$ cat config.mk
export PLATFORM = sky130hd
export DESIGN_NAME = mult_seq_ctrl_flat
export DESIGN_NICKNAME = d
export VERILOG_FILES = /design/src/rtl/mult_seq_ctrl_if.sv /design/src/rtl/mult_seq_ctrl.sv /design/src/flat_wrapper.sv
export SDC_FILE = /design/constraint.sdc
export NUM_CORES = 1
export LEC_CHECK = 0
export CORE_AREA = 2 2 39 41
export CTS_CLUSTER_DIAMETER = 200
export DETAILED_ROUTE_END_ITERATION = 10
export DIE_AREA = 0 0 41 43
export PLACE_DENSITY_LB_ADDON = 0.1
export SLEW_MARGIN = 10
export SYNTH_ARGS = -nofsm -noshare
export SYNTH_HDL_FRONTEND = slang
export SYNTH_SLANG_ARGS = --single-unit
$ cat constraint.sdc
create_clock -name clk -period 3.25 [get_ports clk]
set_input_delay 0.65 -clock clk [delete_from_list [all_inputs] [get_ports clk]]
set_output_delay 0.65 -clock clk [all_outputs]
set_load 0.01 [all_outputs]
$ cat src/rtl/mult_seq_ctrl_if.sv
// Control bundle between the shift-and-add sequencer and its datapath/user side.
// Latency: pure wiring, none.
// Backpressure: none; start/ack are levels, sampled only in the states that care.
interface mult_seq_ctrl_if #(
  parameter int N  = 4,
  parameter int CW = $clog2(N + 1)
);
  logic          start;
  logic          ack;
  logic          q0;
  logic          ld_q;
  logic          sh_q;
  logic          ld_m;
  logic          clr_a;
  logic          add_a;
  logic          sh_a;
  logic          busy;
  logic          done;
  logic [CW-1:0] cnt;

  // Sequencer side: consumes user levels and the Q LSB, drives datapath strobes.
  modport master (
    input  start, ack, q0,
    output ld_q, sh_q, ld_m, clr_a, add_a, sh_a, busy, done, cnt
  );

  // Datapath/user side: mirror image of the sequencer view.
  modport slave (
    output start, ack, q0,
    input  ld_q, sh_q, ld_m, clr_a, add_a, sh_a, busy, done, cnt
  );
endinterface

$ cat src/rtl/mult_seq_ctrl.sv
// Moore sequencer for an N-bit shift-and-add multiplier (Qreg, accumulator A, M).
// Latency: done rises 1+2N+popcount(multiplier) cycles after start is sampled.
// Backpressure: result held in DONE until ack; start ignored while a run is active.
module mult_seq_ctrl #(
  parameter int N = 4,
  localparam int CW = $clog2(N + 1)
) (
  input logic             clk,
  input logic             rst,
  mult_seq_ctrl_if.master bus
);

  typedef enum logic [2:0] {
    IDLE  = 3'd0,
    LOAD  = 3'd1,
    EVAL  = 3'd2,
    ADD   = 3'd3,
    SHIFT = 3'd4,
    DONE  = 3'd5
  } state_t;

  state_t        state;
  state_t        state_nx;
  logic [CW-1:0] cnt;
  logic [CW-1:0] cnt_nx;

  logic ld_q;
  logic sh_q;
  logic ld_m;
  logic clr_a;
  logic add_a;
  logic sh_a;
  logic busy;
  logic done;

  // State and remaining-iteration registers; reset aborts any run in flight.
  always_ff @(posedge clk or negedge rst) begin
    if (!rst) begin
      state <= IDLE;
      cnt   <= '0;
    end else begin
      state <= state_nx;
      cnt   <= cnt_nx;
    end
  end

  // Next state and counter from inputs; strobes decoded from state alone so
  // no input ever reaches an output combinationally.
  always_comb begin
    state_nx = state;
    cnt_nx   = cnt;
    ld_q     = 1'b0;
    sh_q     = 1'b0;
    ld_m     = 1'b0;
    clr_a    = 1'b0;
    add_a    = 1'b0;
    sh_a     = 1'b0;
    busy     = 1'b0;
    done     = 1'b0;

    case (state)
      IDLE: begin
        if (bus.start) state_nx = LOAD;
      end

      LOAD: begin
        ld_q     = 1'b1;
        ld_m     = 1'b1;
        clr_a    = 1'b1;
        busy     = 1'b1;
        cnt_nx   = CW'(N);
        state_nx = EVAL;
      end

      EVAL: begin
        busy     = 1'b1;
        state_nx = bus.q0 ? ADD : SHIFT;
      end

      ADD: begin
        add_a    = 1'b1;
        busy     = 1'b1;
        state_nx = SHIFT;
      end

      SHIFT: begin
        sh_q = 1'b1;
        sh_a = 1'b1;
        busy = 1'b1;
        // Guarded so a corrupted zero count cannot wrap to all-ones.
        if (cnt != '0) cnt_nx = cnt - CW'(1);
        state_nx = (cnt > CW'(1)) ? EVAL : DONE;
      end

      DONE: begin
        done = 1'b1;
        if (bus.ack) state_nx = IDLE;
      end

      default: begin
        state_nx = IDLE;
      end
    endcase
  end

  assign bus.ld_q  = ld_q;
  assign bus.sh_q  = sh_q;
  assign bus.ld_m  = ld_m;
  assign bus.clr_a = clr_a;
  assign bus.add_a = add_a;
  assign bus.sh_a  = sh_a;
  assign bus.busy  = busy;
  assign bus.done  = done;
  assign bus.cnt   = cnt;

endmodule

$ cat src/flat_wrapper.sv
// flat-port wrapper written by rule: the top's interface ports become plain ports
module mult_seq_ctrl_flat 
#(
  parameter int N = 4,
  localparam int CW = $clog2(N + 1)
)
  (clk, rst, bus_start, bus_ack, bus_q0, bus_ld_q, bus_sh_q, bus_ld_m, bus_clr_a, bus_add_a, bus_sh_a, bus_busy, bus_done, bus_cnt);
  mult_seq_ctrl_if #(.N(N)) bus_i ();
  input logic clk;
  input logic rst;
  input wire logic [$bits(bus_i.start)-1:0] bus_start;
  input wire logic [$bits(bus_i.ack)-1:0] bus_ack;
  input wire logic [$bits(bus_i.q0)-1:0] bus_q0;
  output wire logic [$bits(bus_i.ld_q)-1:0] bus_ld_q;
  output wire logic [$bits(bus_i.sh_q)-1:0] bus_sh_q;
  output wire logic [$bits(bus_i.ld_m)-1:0] bus_ld_m;
  output wire logic [$bits(bus_i.clr_a)-1:0] bus_clr_a;
  output wire logic [$bits(bus_i.add_a)-1:0] bus_add_a;
  output wire logic [$bits(bus_i.sh_a)-1:0] bus_sh_a;
  output wire logic [$bits(bus_i.busy)-1:0] bus_busy;
  output wire logic [$bits(bus_i.done)-1:0] bus_done;
  output wire logic [$bits(bus_i.cnt)-1:0] bus_cnt;
  assign bus_i.start = bus_start;
  assign bus_i.ack = bus_ack;
  assign bus_i.q0 = bus_q0;
  assign bus_ld_q = bus_i.ld_q;
  assign bus_sh_q = bus_i.sh_q;
  assign bus_ld_m = bus_i.ld_m;
  assign bus_clr_a = bus_i.clr_a;
  assign bus_add_a = bus_i.add_a;
  assign bus_sh_a = bus_i.sh_a;
  assign bus_busy = bus_i.busy;
  assign bus_done = bus_i.done;
  assign bus_cnt = bus_i.cnt;
  mult_seq_ctrl #(.N(N)) u_core (.clk(clk), .rst(rst), .bus(bus_i));
endmodule
==> metrics.txt, run 1 <==
# TYPE chip_impl_metric gauge
chip_impl_metric{name="final.period_utilization",unit="%"} 76.0
chip_impl_info{name="rsz0062_at_grt",value="no"} 1
chip_impl_metric{name="synth-compound-area-share",unit="%"} 12.2
chip_impl_metric{name="synth.yosys.warnings",unit=""} 0
chip_impl_metric{name="floorplan.rows",unit=""} 14
chip_impl_metric{name="share_of_synthesized_cell_area_in_and_or_nand_and_nor_gates",unit="%"} 26.0
chip_impl_metric{name="finalCriticalPeriod",unit="ns"} 2.47
chip_impl_metric{name="finalHoldViolations",unit=""} 0
chip_impl_metric{name="detailroute.via_count",unit=""} 377
chip_impl_metric{name="multi_input_area",unit="sq um"} 264
chip_impl_metric{name="final_non_filler_cells",unit=""} 78
chip_impl_info{name="yosysMostFrequentCell",value="sky130_fd_sc_hd__dfrtp_1"} 1
chip_impl_metric{name="register_area",unit="sq um"} 150
chip_impl_metric{name="dr.first_iter.drc_count",unit=""} 3
chip_impl_metric{name="numPortBuffers",unit=""} 15
chip_impl_metric{name="skew_final",unit="ns"} 0.00164
chip_impl_metric{name="worst-slew-pin-transition",unit="ns"} 0.354
chip_impl_metric{name="synth-adder-area-share",unit="%"} 7.65
chip_impl_metric{name="postRouteAntennaNets",unit=""} 0
chip_impl_metric{name="pins_over_their_slew_limit",unit=""} 0
chip_impl_metric{name="postSynthCellCount",unit=""} 50
chip_impl_metric{name="synth_largest_type_area_fraction",unit="%"} 30.6
chip_impl_info{name="endpoint_worst_hold",value="u_core.bus.cnt[0]"} 1
chip_impl_info{name="critical_path.reg2reg.startpoint",value="u_core.state[2]"} 1
chip_impl_metric{name="floorplan.die.height",unit="um"} 43
chip_impl_metric{name="cellLeakagePower",unit="nW"} 0.288
chip_impl_info{name="element_type_at_the_critical_path_end",value="output pin"} 1
chip_impl_metric{name="grt_first_pass_wirelength",unit="um"} 1360
chip_impl_metric{name="postCtsHoldBufs",unit=""} 0
chip_impl_metric{name="number_of_antenna_violations_at_the_first_check_in_global_routing",unit=""} 0
chip_impl_metric{name="flow.area_growth_from_synthesis",unit="%"} 27.8
chip_impl_metric{name="crit_arrival",unit="ns"} 1.82
chip_impl_metric{name="synthesis.nets",unit=""} 58
chip_impl_metric{name="postPlaceCellArea",unit="sq um"} 604
chip_impl_metric{name="synth_seq_area_share",unit="%"} 30.6
chip_impl_metric{name="synth_seq_cells",unit=""} 6
chip_impl_metric{name="clkSinkCount",unit=""} 6
chip_impl_metric{name="total_power",unit="W"} 0.000574
chip_impl_metric{name="ioPinCount",unit=""} 16
chip_impl_metric{name="critical_path.max_fanout",unit=""} 11
chip_impl_metric{name="max_freq",unit="MHz"} 405
chip_impl_metric{name="design.die.area",unit="sq um"} 1760
chip_impl_metric{name="synth.cell_area",unit="sq um"} 490
chip_impl_metric{name="numCtsBuffers",unit=""} 3
chip_impl_metric{name="finish.net_count",unit=""} 72
chip_impl_metric{name="post_cts_buffers",unit=""} 0
chip_impl_metric{name="fp.dieW",unit="um"} 41
chip_impl_metric{name="drcViolationCount",unit=""} 0
chip_impl_info{name="tritoncts",value="done"} 1
chip_impl_info{name="postSynth.topFlopCell",value="sky130_fd_sc_hd__dfrtp_1"} 1
chip_impl_metric{name="async_reset_ff_share",unit="%"} 100
chip_impl_metric{name="hold_depth",unit=""} 1
chip_impl_info{name="cts_root_buffer",value="sky130_fd_sc_hd__clkbuf_4"} 1
chip_impl_metric{name="number_of_enable_flip_flop_cells_after_synthesis",unit=""} 0
chip_impl_metric{name="grt_util_all_layers",unit="%"} 11.3
chip_impl_metric{name="required",unit="ns"} 2.60
chip_impl_metric{name="core_area",unit="sq um"} 1380
chip_impl_info{name="yosysTopAreaCell",value="sky130_fd_sc_hd__dfrtp_1"} 1
chip_impl_info{name="netlist_top_cells_count",value="6 x sky130_fd_sc_hd__dfrtp_1, 4 x sky130_fd_sc_hd__inv_1, 4 x sky130_fd_sc_hd__nand2_1"} 1
chip_impl_metric{name="post_synth_mux_area_share",unit="%"} 6.12
chip_impl_metric{name="antenna_cells_inserted",unit=""} 0
chip_impl_metric{name="resized_cells_post_cts",unit=""} 0
chip_impl_metric{name="post_route_cells_drive_above_1_share",unit="%"} 17.7
chip_impl_metric{name="worst_setup_hold_path_clk_slew",unit="ns"} 0.05
chip_impl_info{name="hold_class",value="reg2reg"} 1
chip_impl_metric{name="pd_cells",unit="nW/um^2"} 915
chip_impl_metric{name="routed_via_density",unit=""} 4.83
chip_impl_metric{name="final_core_utilization",unit="%"} 45.3
chip_impl_metric{name="worst_ir_drop_vdd",unit="uV"} 449
chip_impl_metric{name="filler_cell_count",unit=""} 135
chip_impl_metric{name="first_global_vias",unit=""} 304
chip_impl_metric{name="clkLatencyLatePin",unit="ns"} 0.24
chip_impl_metric{name="htree_levels",unit=""} 1
chip_impl_metric{name="final_weighted_congestion_of_routability_driven_global_placement",unit=""} 0.683
chip_impl_metric{name="max_slew_margin",unit="%"} 76.1
chip_impl_metric{name="r2r_cells",unit=""} 3
chip_impl_metric{name="wl",unit="um"} 795
chip_impl_metric{name="regToRegSetupSlack",unit="ns"} 1.80
chip_impl_metric{name="dp_hpwl",unit="um"} 645
chip_impl_metric{name="syn_area_per_cell",unit="sq um"} 9.81
chip_impl_info{name="critical_path.reg2reg.endpoint",value="u_core.bus.cnt[2]"} 1
chip_impl_metric{name="synth.lib_cells_used.distinct",unit=""} 27
chip_impl_metric{name="start_util",unit="%"} 35.4
chip_impl_metric{name="buffer_depth_of_the_longest_clock_path",unit=""} 2
chip_impl_metric{name="fin_setup_tns",unit="ns"} 0
chip_impl_metric{name="maxCapViolCount",unit=""} 0
chip_impl_metric{name="report.final.setup_viol",unit=""} 0
chip_impl_metric{name="grt.overflow.total",unit=""} 0
chip_impl_metric{name="placedCellCount",unit=""} 75
chip_impl_metric{name="wl_per_cell",unit="um"} 10.2
chip_impl_metric{name="firstDrtPassIters",unit=""} 4
chip_impl_info{name="startpoint_type",value="flip-flop"} 1
chip_impl_info{name="min-delay-start",value="u_core.bus.cnt[0]"} 1
chip_impl_info{name="path_class",value="reg2out"} 1
chip_impl_info{name="synth_top_area_cells",value="sky130_fd_sc_hd__dfrtp_1 31%, sky130_fd_sc_hd__ha_1 7.7%, sky130_fd_sc_hd__buf_6 6.9%, sky130_fd_sc_hd__mux2i_1 6.1%, sky130_fd_sc_hd__buf_4 4.6%"} 1
chip_impl_info{name="run_status",value="finished, final reports clean"} 1
chip_impl_metric{name="postLayoutCellArea",unit="sq um"} 627
chip_impl_metric{name="synth_xor_xnor_area_share",unit="%"} 1.79
chip_impl_info{name="dominant_combinational_cell_family_by_area_after_synthesis",value="simple AND/OR/NAND/NOR gates"} 1
chip_impl_metric{name="grt_start_max_net_pins",unit=""} 12
## routing by layer
layer,up-vias,routed length (um),GRT usage (%)
met1,171,381,16.1
met4,0,0,4.00
li1,195,-,-
met3,0,49,6.28
met5,-,0,0
met2,11,365,14.1
## where the power goes
part           switching (W)  total (W)  internal (W)
clock network      0.0000278  0.0000697     0.0000418
registers          0.0000633   0.000170      0.000107
logic               0.000132   0.000334      0.000202
## registers in the layout, indices dropped and copies added, names as in the netlist
signal and flops:
u_core.bus.cnt 3, u_core.state 3
## worst max-delay path: stages, from the launching register on
cell                              delay (ns)
sky130_fd_sc_hd__dfrtp_1                0.52
sky130_fd_sc_hd__or3b_4                 0.45
sky130_fd_sc_hd__clkinv_2               0.08
sky130_fd_sc_hd__clkdlybuf4s50_1        0.53
## metrics by stage
stage / hold WS, ns / setup slack [ns]
4_1_cts: 0.584 / 0.763
5_1_grt: 0.612 / 0.685
3_5_place_dp: 0.578 / 1.04
6_report: 0.571 / 0.780
3_3_place_gp: 0.583 / 1.05
2_1_floorplan: 0.354 / 1.49
## how the worst max path moves through the flow
| stage | startpoint | to |
|---|---|---|
| floorplan | u_core.state[1] | bus_ld_m |
| global placement | u_core.state[0] | bus_clr_a |
| detailed placement | u_core.state[0] | bus_ld_m |
| CTS | u_core.state[0] | bus_clr_a |
| global route | u_core.state[0] | bus_ld_m |
| finish | u_core.state[0] | bus_ld_m |
## placed cells by master, fill, tap and decap left out, drive strengths merged, types with 2 or more instances in the layout
master,instances
nand2,4
mux2i,3
dfrtp,6
and3b,2
inv,4
nor3b,2
clkdlybuf4s50,15
nor2,3
a21oi,2
ha,3
clkbuf,3
## cell families (layout without fill, tap and decap cells)
group | after synthesis | count (layout)
AO/OA/AOI/OAI | 8 | 8
flip-flops | 6 | 6
buffers and inverters | 11 | 23
adder cells (fa/ha/maj) | 3 | 3
AND/OR/NAND/NOR | 18 | 18
multiplexers | 3 | 3
XOR/XNOR | 1 | 1
## layout make-up
class	count	area share, %
Clock buffer	3	3.59
Inverter	5	3.19
Multi-Input combinational cell	33	42.1
Sequential cell	6	24.0
Tap cell	16	3.19
Timing Repair Buffer	15	24.0
Note: power is estimated with default switching activity, not from simulation.
==> run 2: changes to the inputs <==
- clock period: 3.25 -> 2.3 ns (I/O delays scaled with it)
==> run 2 against run 1 <==
Combinational power increased by 41%; via count increased by 0.53%; worst hold slack got worse by 0.11 ns; routed wire length unchanged; power increased by 42%; count of clock-buffer cells in the layout unchanged; flip-flop and latch count unchanged; clock power increased by 41%; core utilization increased by 0.27 points; highest routed layer unchanged.
==> metrics.txt, run 2 (same netlist as run 1, synthesis figures left out) <==
# TYPE chip_impl_metric gauge
chip_impl_metric{name="clkSinkCount",unit=""} 6
chip_impl_info{name="cts_root_buffer",value="sky130_fd_sc_hd__clkbuf_4"} 1
chip_impl_metric{name="firstDrtPassIters",unit=""} 4
chip_impl_metric{name="seq_power_share",unit="%"} 30.1
chip_impl_metric{name="number_of_antenna_violations_at_the_first_check_in_global_routing",unit=""} 0
chip_impl_metric{name="grt.overflow.total",unit=""} 0
chip_impl_metric{name="max_slew_margin",unit="%"} 76.1
chip_impl_metric{name="wl_per_cell",unit="um"} 10.2
chip_impl_metric{name="buffer_depth_of_the_longest_clock_path",unit=""} 2
chip_impl_metric{name="total_power",unit="W"} 0.000816
chip_impl_info{name="tritoncts",value="done"} 1
chip_impl_metric{name="report.final.setup_viol",unit=""} 0
chip_impl_metric{name="final_non_filler_cells",unit=""} 78
chip_impl_metric{name="worst_setup_hold_path_clk_slew",unit="ns"} 0.05
chip_impl_metric{name="finish.net_count",unit=""} 72
chip_impl_info{name="cpLargestDelayFamily",value="buffers and inverters"} 1
chip_impl_metric{name="numPortBuffers",unit=""} 15
chip_impl_metric{name="detailroute.via_count",unit=""} 379
chip_impl_info{name="hold_class",value="in2async"} 1
chip_impl_metric{name="clkLatencyLatePin",unit="ns"} 0.24
chip_impl_metric{name="swShare",unit="%"} 38.6
chip_impl_metric{name="internal-power",unit="W"} 0.000501
chip_impl_info{name="mostFrequentLayoutCell",value="sky130_fd_sc_hd__clkdlybuf4s50_1"} 1
chip_impl_metric{name="antenna_cells_inserted",unit=""} 0
chip_impl_metric{name="flow.area_growth_from_synthesis",unit="%"} 28.6
chip_impl_metric{name="clock_power_share",unit="%"} 12.0
chip_impl_metric{name="worst-slew-pin-transition",unit="ns"} 0.354
chip_impl_metric{name="critical_path.max_fanout",unit=""} 11
chip_impl_metric{name="critPathBufInv",unit=""} 2
chip_impl_metric{name="cellLeakagePower",unit="nW"} 0.284
chip_impl_info{name="path_cells",value="or3b_4, clkinv_2, clkdlybuf4s50_1"} 1
chip_impl_info{name="path_class",value="reg2out"} 1
chip_impl_info{name="biggestRegsByFlops",value="u_core.bus.cnt x3, u_core.state x3"} 1
chip_impl_metric{name="design.die.area",unit="sq um"} 1760
chip_impl_metric{name="finalCriticalPeriod",unit="ns"} 2.20
chip_impl_metric{name="postRouteAntennaNets",unit=""} 0
chip_impl_metric{name="hold_ws",unit="ns"} 0.457
chip_impl_metric{name="fin_setup_tns",unit="ns"} 0
chip_impl_metric{name="crit_arrival",unit="ns"} 1.74
chip_impl_metric{name="wl",unit="um"} 795
chip_impl_metric{name="grt_util_all_layers",unit="%"} 11.3
chip_impl_metric{name="floorplan.die.height",unit="um"} 43
chip_impl_metric{name="maxCapViolCount",unit=""} 0
chip_impl_metric{name="postPlaceCellArea",unit="sq um"} 604
chip_impl_metric{name="placedCellCount",unit=""} 75
chip_impl_metric{name="numCtsBuffers",unit=""} 3
chip_impl_info{name="element_type_at_the_critical_path_end",value="output pin"} 1
chip_impl_metric{name="grt_first_pass_wirelength",unit="um"} 1360
chip_impl_metric{name="floorplan.rows",unit=""} 14
chip_impl_metric{name="post_cts_buffers",unit=""} 0
chip_impl_metric{name="max_freq",unit="MHz"} 454
chip_impl_metric{name="final.period_utilization",unit="%"} 95.8
chip_impl_metric{name="p_comb_share",unit="%"} 57.9
chip_impl_metric{name="ioPinCount",unit=""} 16
chip_impl_metric{name="final_weighted_congestion_of_routability_driven_global_placement",unit=""} 0.683
chip_impl_info{name="rsz0062_at_grt",value="no"} 1
chip_impl_metric{name="drcViolationCount",unit=""} 0
chip_impl_metric{name="skew_final",unit="ns"} 0.00211
chip_impl_metric{name="first_global_vias",unit=""} 304
chip_impl_metric{name="total_switching_power",unit="W"} 0.000315
chip_impl_metric{name="pins_over_their_slew_limit",unit=""} 0
chip_impl_metric{name="fp.dieW",unit="um"} 41
chip_impl_metric{name="finalHoldViolations",unit=""} 0
chip_impl_info{name="slowest_stage_cell_cp",value="sky130_fd_sc_hd__clkdlybuf4s50_1"} 1
chip_impl_metric{name="pd_cells",unit="nW/um^2"} 1290
chip_impl_metric{name="htree_levels",unit=""} 1
chip_impl_info{name="startpoint_type",value="flip-flop"} 1
chip_impl_metric{name="routed_via_density",unit=""} 4.86
chip_impl_metric{name="grt_start_max_net_pins",unit=""} 12
chip_impl_metric{name="worst_ir_drop_vdd",unit="uV"} 638
chip_impl_info{name="layout.cells.most_common_list",value="15 x sky130_fd_sc_hd__clkdlybuf4s50_1, 4 x sky130_fd_sc_hd__inv_1, 4 x sky130_fd_sc_hd__nand2_1"} 1
chip_impl_metric{name="required",unit="ns"} 1.84
chip_impl_metric{name="core_area",unit="sq um"} 1380
chip_impl_metric{name="post_route_cells_drive_above_1_share",unit="%"} 22.6
chip_impl_metric{name="postLayoutCellArea",unit="sq um"} 631
chip_impl_metric{name="start_util",unit="%"} 35.4
chip_impl_metric{name="dr.first_iter.drc_count",unit=""} 3
chip_impl_info{name="run_status",value="finished, final reports clean"} 1
chip_impl_metric{name="critical-path-max-stage-delay",unit="ns"} 0.53
chip_impl_metric{name="dp_hpwl",unit="um"} 645
-- run 2: timing repair --
item                                   4_1_cts  5_1_grt
hold buffers                                 0        0
setup endpoints to repair                    0        3
gates resized for setup                      0        3
endpoints found under the hold margin        0        0
-- run 2: final cells by class --
cell class | instances | area [sq um]
clock buffer | 3 | 22.5
sequential | 6 | 154
timing repair buffer | 15 | 150
tap | 16 | 20.0
fill | 133 | 753
inverter | 5 | 20.0
multi-input combinational | 33 | 264
-- run 2: power by group through the flow --
stage                      Clock, W  Sequential (W)  Combinational (W)
after floorplan                   0        0.000203           0.000386
final                     0.0000981        0.000246           0.000472
after global placement            0        0.000246           0.000483
after detailed placement          0        0.000244           0.000477
after CTS                  0.000103        0.000241           0.000480
after global routing       0.000110        0.000259           0.000521
-- run 2: path summary, 6_finish.rpt --
| check | start | end | slack [ns] | depth (start not counted) |
|---|---|---|---|---|
| worst max-delay path | u_core.state[2] | bus_ld_m | 0.1 | 3 |
| worst min-delay path | rst | u_core.bus.cnt[1] | 0.46 | 1 |
| worst max register to register | u_core.state[1] | u_core.bus.cnt[2] | 0.91 | 3 |
| worst min register to register | u_core.state[2] | u_core.state[1] | 0.56 | 1 |
| max in group asynchronous | rst | u_core.state[2] | 1.60 | 1 |
| min in group clk | u_core.state[2] | u_core.state[1] | 0.56 | 1 |
-- run 2: through the flow --
stage,util [%],setup slack (ns)
after floorplan,-,0.726
after global placement,43.7,0.288
after detailed placement,43.7,0.277
after CTS,45.3,0.00272
after global routing,45.6,0.0279
final,45.6,0.0965
-- run 2: layer usage --
| layer | up-vias | part of all wire (%) | track usage (%) |
|---|---|---|---|
| li1 | 195 | - | - |
| met1 | 173 | 48 | 16.1 |
| met2 | 11 | 46 | 14.1 |
| met3 | 0 | 6.2 | 6.28 |
| met4 | 0 | 0 | 4.00 |
| met5 | - | 0 | 0 |
==> run 3: changes to the inputs <==
- PLACE_DENSITY_LB_ADDON: 0.1 -> 0.3
==> run 3 against run 2 <==
Via count increased by 5.8%; cell area up 2.2%; die area unchanged; sequential power fell by 8.1%; count of clock-buffer cells in the layout unchanged; first-iteration DRC count did not move; power is 4.5% higher.
==> metrics.txt, run 3 (same netlist as run 1, synthesis figures left out) <==
# TYPE chip_impl_metric gauge
chip_impl_metric{name="routed_via_density",unit=""} 5.01
chip_impl_metric{name="fin_setup_tns",unit="ns"} 0
chip_impl_metric{name="buffer_depth_of_the_longest_clock_path",unit=""} 2
chip_impl_metric{name="finalHoldViolations",unit=""} 0
chip_impl_metric{name="floorplan.die.height",unit="um"} 43
chip_impl_metric{name="postLayoutCellArea",unit="sq um"} 644
chip_impl_info{name="path_cells",value="or3b_4, clkinv_2, clkdlybuf4s50_1"} 1
chip_impl_metric{name="max_freq",unit="MHz"} 452
chip_impl_info{name="tritoncts",value="done"} 1
chip_impl_metric{name="fp.dieW",unit="um"} 41
chip_impl_info{name="path_class",value="reg2out"} 1
chip_impl_metric{name="wl_per_cell",unit="um"} 11.9
chip_impl_info{name="biggestRegsByFlops",value="u_core.bus.cnt x3, u_core.state x3"} 1
chip_impl_metric{name="worst_ir_drop_vdd",unit="uV"} 521
chip_impl_metric{name="clkSinkCount",unit=""} 6
chip_impl_info{name="startpoint_type",value="flip-flop"} 1
chip_impl_metric{name="post_route_cells_drive_above_1_share",unit="%"} 23.4
chip_impl_metric{name="final_weighted_congestion_of_routability_driven_global_placement",unit=""} 0.761
chip_impl_metric{name="clkLatencyLatePin",unit="ns"} 0.26
chip_impl_metric{name="firstDrtPassIters",unit=""} 2
chip_impl_metric{name="filler_cell_count",unit=""} 140
chip_impl_metric{name="postPlaceCellArea",unit="sq um"} 612
chip_impl_info{name="rsz0062_at_grt",value="no"} 1
chip_impl_metric{name="cellLeakagePower",unit="nW"} 0.296
chip_impl_metric{name="ioPinCount",unit=""} 16
chip_impl_metric{name="critical-path-max-stage-delay",unit="ns"} 0.53
chip_impl_metric{name="detailroute.via_count",unit=""} 401
chip_impl_info{name="slowest_stage_cell_cp",value="sky130_fd_sc_hd__clkdlybuf4s50_1"} 1
chip_impl_info{name="mostFrequentLayoutCell",value="sky130_fd_sc_hd__clkdlybuf4s50_1"} 1
chip_impl_metric{name="maxCapViolCount",unit=""} 0
chip_impl_info{name="run_status",value="finished, final reports clean"} 1
chip_impl_metric{name="finalCriticalPeriod",unit="ns"} 2.21
chip_impl_info{name="hold_class",value="in2async"} 1
chip_impl_metric{name="worst_setup_hold_path_clk_slew",unit="ns"} 0.05
chip_impl_metric{name="critical_path.max_fanout",unit=""} 11
chip_impl_metric{name="wl",unit="um"} 948
chip_impl_metric{name="grt_start_max_net_pins",unit=""} 12
chip_impl_metric{name="numCtsBuffers",unit=""} 3
chip_impl_info{name="element_type_at_the_critical_path_end",value="output pin"} 1
chip_impl_metric{name="numPortBuffers",unit=""} 15
chip_impl_metric{name="max_slew_margin",unit="%"} 75.7
chip_impl_metric{name="grt.overflow.total",unit=""} 0
chip_impl_metric{name="flow.area_growth_from_synthesis",unit="%"} 31.4
chip_impl_metric{name="first_global_vias",unit=""} 362
chip_impl_metric{name="final_critical_path_setup_slack",unit="ns"} 0.0871
chip_impl_metric{name="pins_over_their_slew_limit",unit=""} 0
chip_impl_info{name="layout.cells.most_common_list",value="15 x sky130_fd_sc_hd__clkdlybuf4s50_1, 4 x sky130_fd_sc_hd__inv_1, 4 x sky130_fd_sc_hd__nand2_1, 4 x sky130_fd_sc_hd__dfrtp_1"} 1
chip_impl_metric{name="skew_final",unit="ns"} 0.00670
chip_impl_metric{name="critPathBufInv",unit=""} 2
chip_impl_metric{name="worst-slew-pin-transition",unit="ns"} 0.361
chip_impl_metric{name="required",unit="ns"} 1.84
chip_impl_metric{name="final_core_utilization",unit="%"} 46.6
chip_impl_metric{name="antenna_cells_inserted",unit=""} 0
chip_impl_metric{name="design.die.area",unit="sq um"} 1760
chip_impl_metric{name="number_of_antenna_violations_at_the_first_check_in_global_routing",unit=""} 0
chip_impl_metric{name="dr.first_iter.drc_count",unit=""} 3
chip_impl_metric{name="postRouteAntennaNets",unit=""} 0
chip_impl_metric{name="floorplan.rows",unit=""} 14
chip_impl_metric{name="dp_hpwl",unit="um"} 724
chip_impl_metric{name="pd_cells",unit="nW/um^2"} 1320
chip_impl_metric{name="crit_arrival",unit="ns"} 1.75
chip_impl_metric{name="place_ws",unit="ns"} 0.266
chip_impl_metric{name="grt_first_pass_wirelength",unit="um"} 1520
chip_impl_metric{name="drcViolationCount",unit=""} 0
chip_impl_metric{name="final.period_utilization",unit="%"} 96.2
chip_impl_info{name="cts_root_buffer",value="sky130_fd_sc_hd__clkbuf_4"} 1
chip_impl_metric{name="postCtsHoldBufs",unit=""} 0
chip_impl_info{name="cpLargestDelayFamily",value="buffers and inverters"} 1
chip_impl_metric{name="core_area",unit="sq um"} 1380
chip_impl_metric{name="start_util",unit="%"} 35.4
chip_impl_metric{name="htree_levels",unit=""} 1
chip_impl_metric{name="finish.net_count",unit=""} 74
chip_impl_metric{name="grt_util_all_layers",unit="%"} 13.3
chip_impl_metric{name="report.final.setup_viol",unit=""} 0
[run 3: stage by stage]
| stage | std cells | total power (W) | hold slack [ns] |
|---|---|---|---|
| detailed placement | 76 | 0.000739 | 0.592 |
| global route | 80 | 0.000925 | 0.459 |
| CTS | 79 | 0.000848 | 0.464 |
| floorplan | 50 | 0.000589 | 0.164 |
| finish | 80 | 0.000853 | 0.445 |
| global placement | 76 | 0.000736 | 0.577 |
[run 3: worst reg2reg max path: stages (launching register included)]
cell	delay, ns
sky130_fd_sc_hd__dfrtp_2	0.48
sky130_fd_sc_hd__nor3b_4	0.33
sky130_fd_sc_hd__a21oi_1	0.11
sky130_fd_sc_hd__a311o_2	0.35
[run 3: layer usage]
layer	track usage, %	share of wire [%]	up-vias
met5	0	0	-
met4	12.0	4.0	0
met3	2.09	4.6	5
met2	19.7	49	12
met1	15.4	42	185
li1	-	-	199
[run 3: final cells by class]
type	count	area [sq um]	area share, %
clock buffers	3	22.5	3.50
well taps	16	20.0	3.11
inverters	5	20.0	3.11
flip-flops and latches	6	153	23.7
multi-input cells	33	264	41.0
repair buffers	17	165	25.6
[run 3: timing repair]
item,CTS,global route
resized for setup,1,1
setup buffers,0,1
endpoints found under the setup margin,3,3
[run 3: path summary, 6_finish.rpt]
kind,startpoint,endpoint,slack (ns),depth (start not counted)
max,u_core.state[1],bus_clr_a,0.09,3
min,rst,u_core.state[2],0.44,1
max reg2reg,u_core.state[1],u_core.bus.cnt[2],0.92,3
min reg2reg,u_core.bus.cnt[1],u_core.bus.cnt[1],0.60,2
max in group asynchronous,rst,u_core.state[1],1.61,1
min in group clk,u_core.bus.cnt[1],u_core.bus.cnt[1],0.60,2
[run 3: where the power goes]
group          total [W]  leakage (nW)  internal (W)  switching [W]
clock           0.000104        0.0138     0.0000595      0.0000448
combinational   0.000522         0.210      0.000305       0.000217
sequential      0.000226        0.0717      0.000154      0.0000721
total           0.000853         0.296      0.000519       0.000334
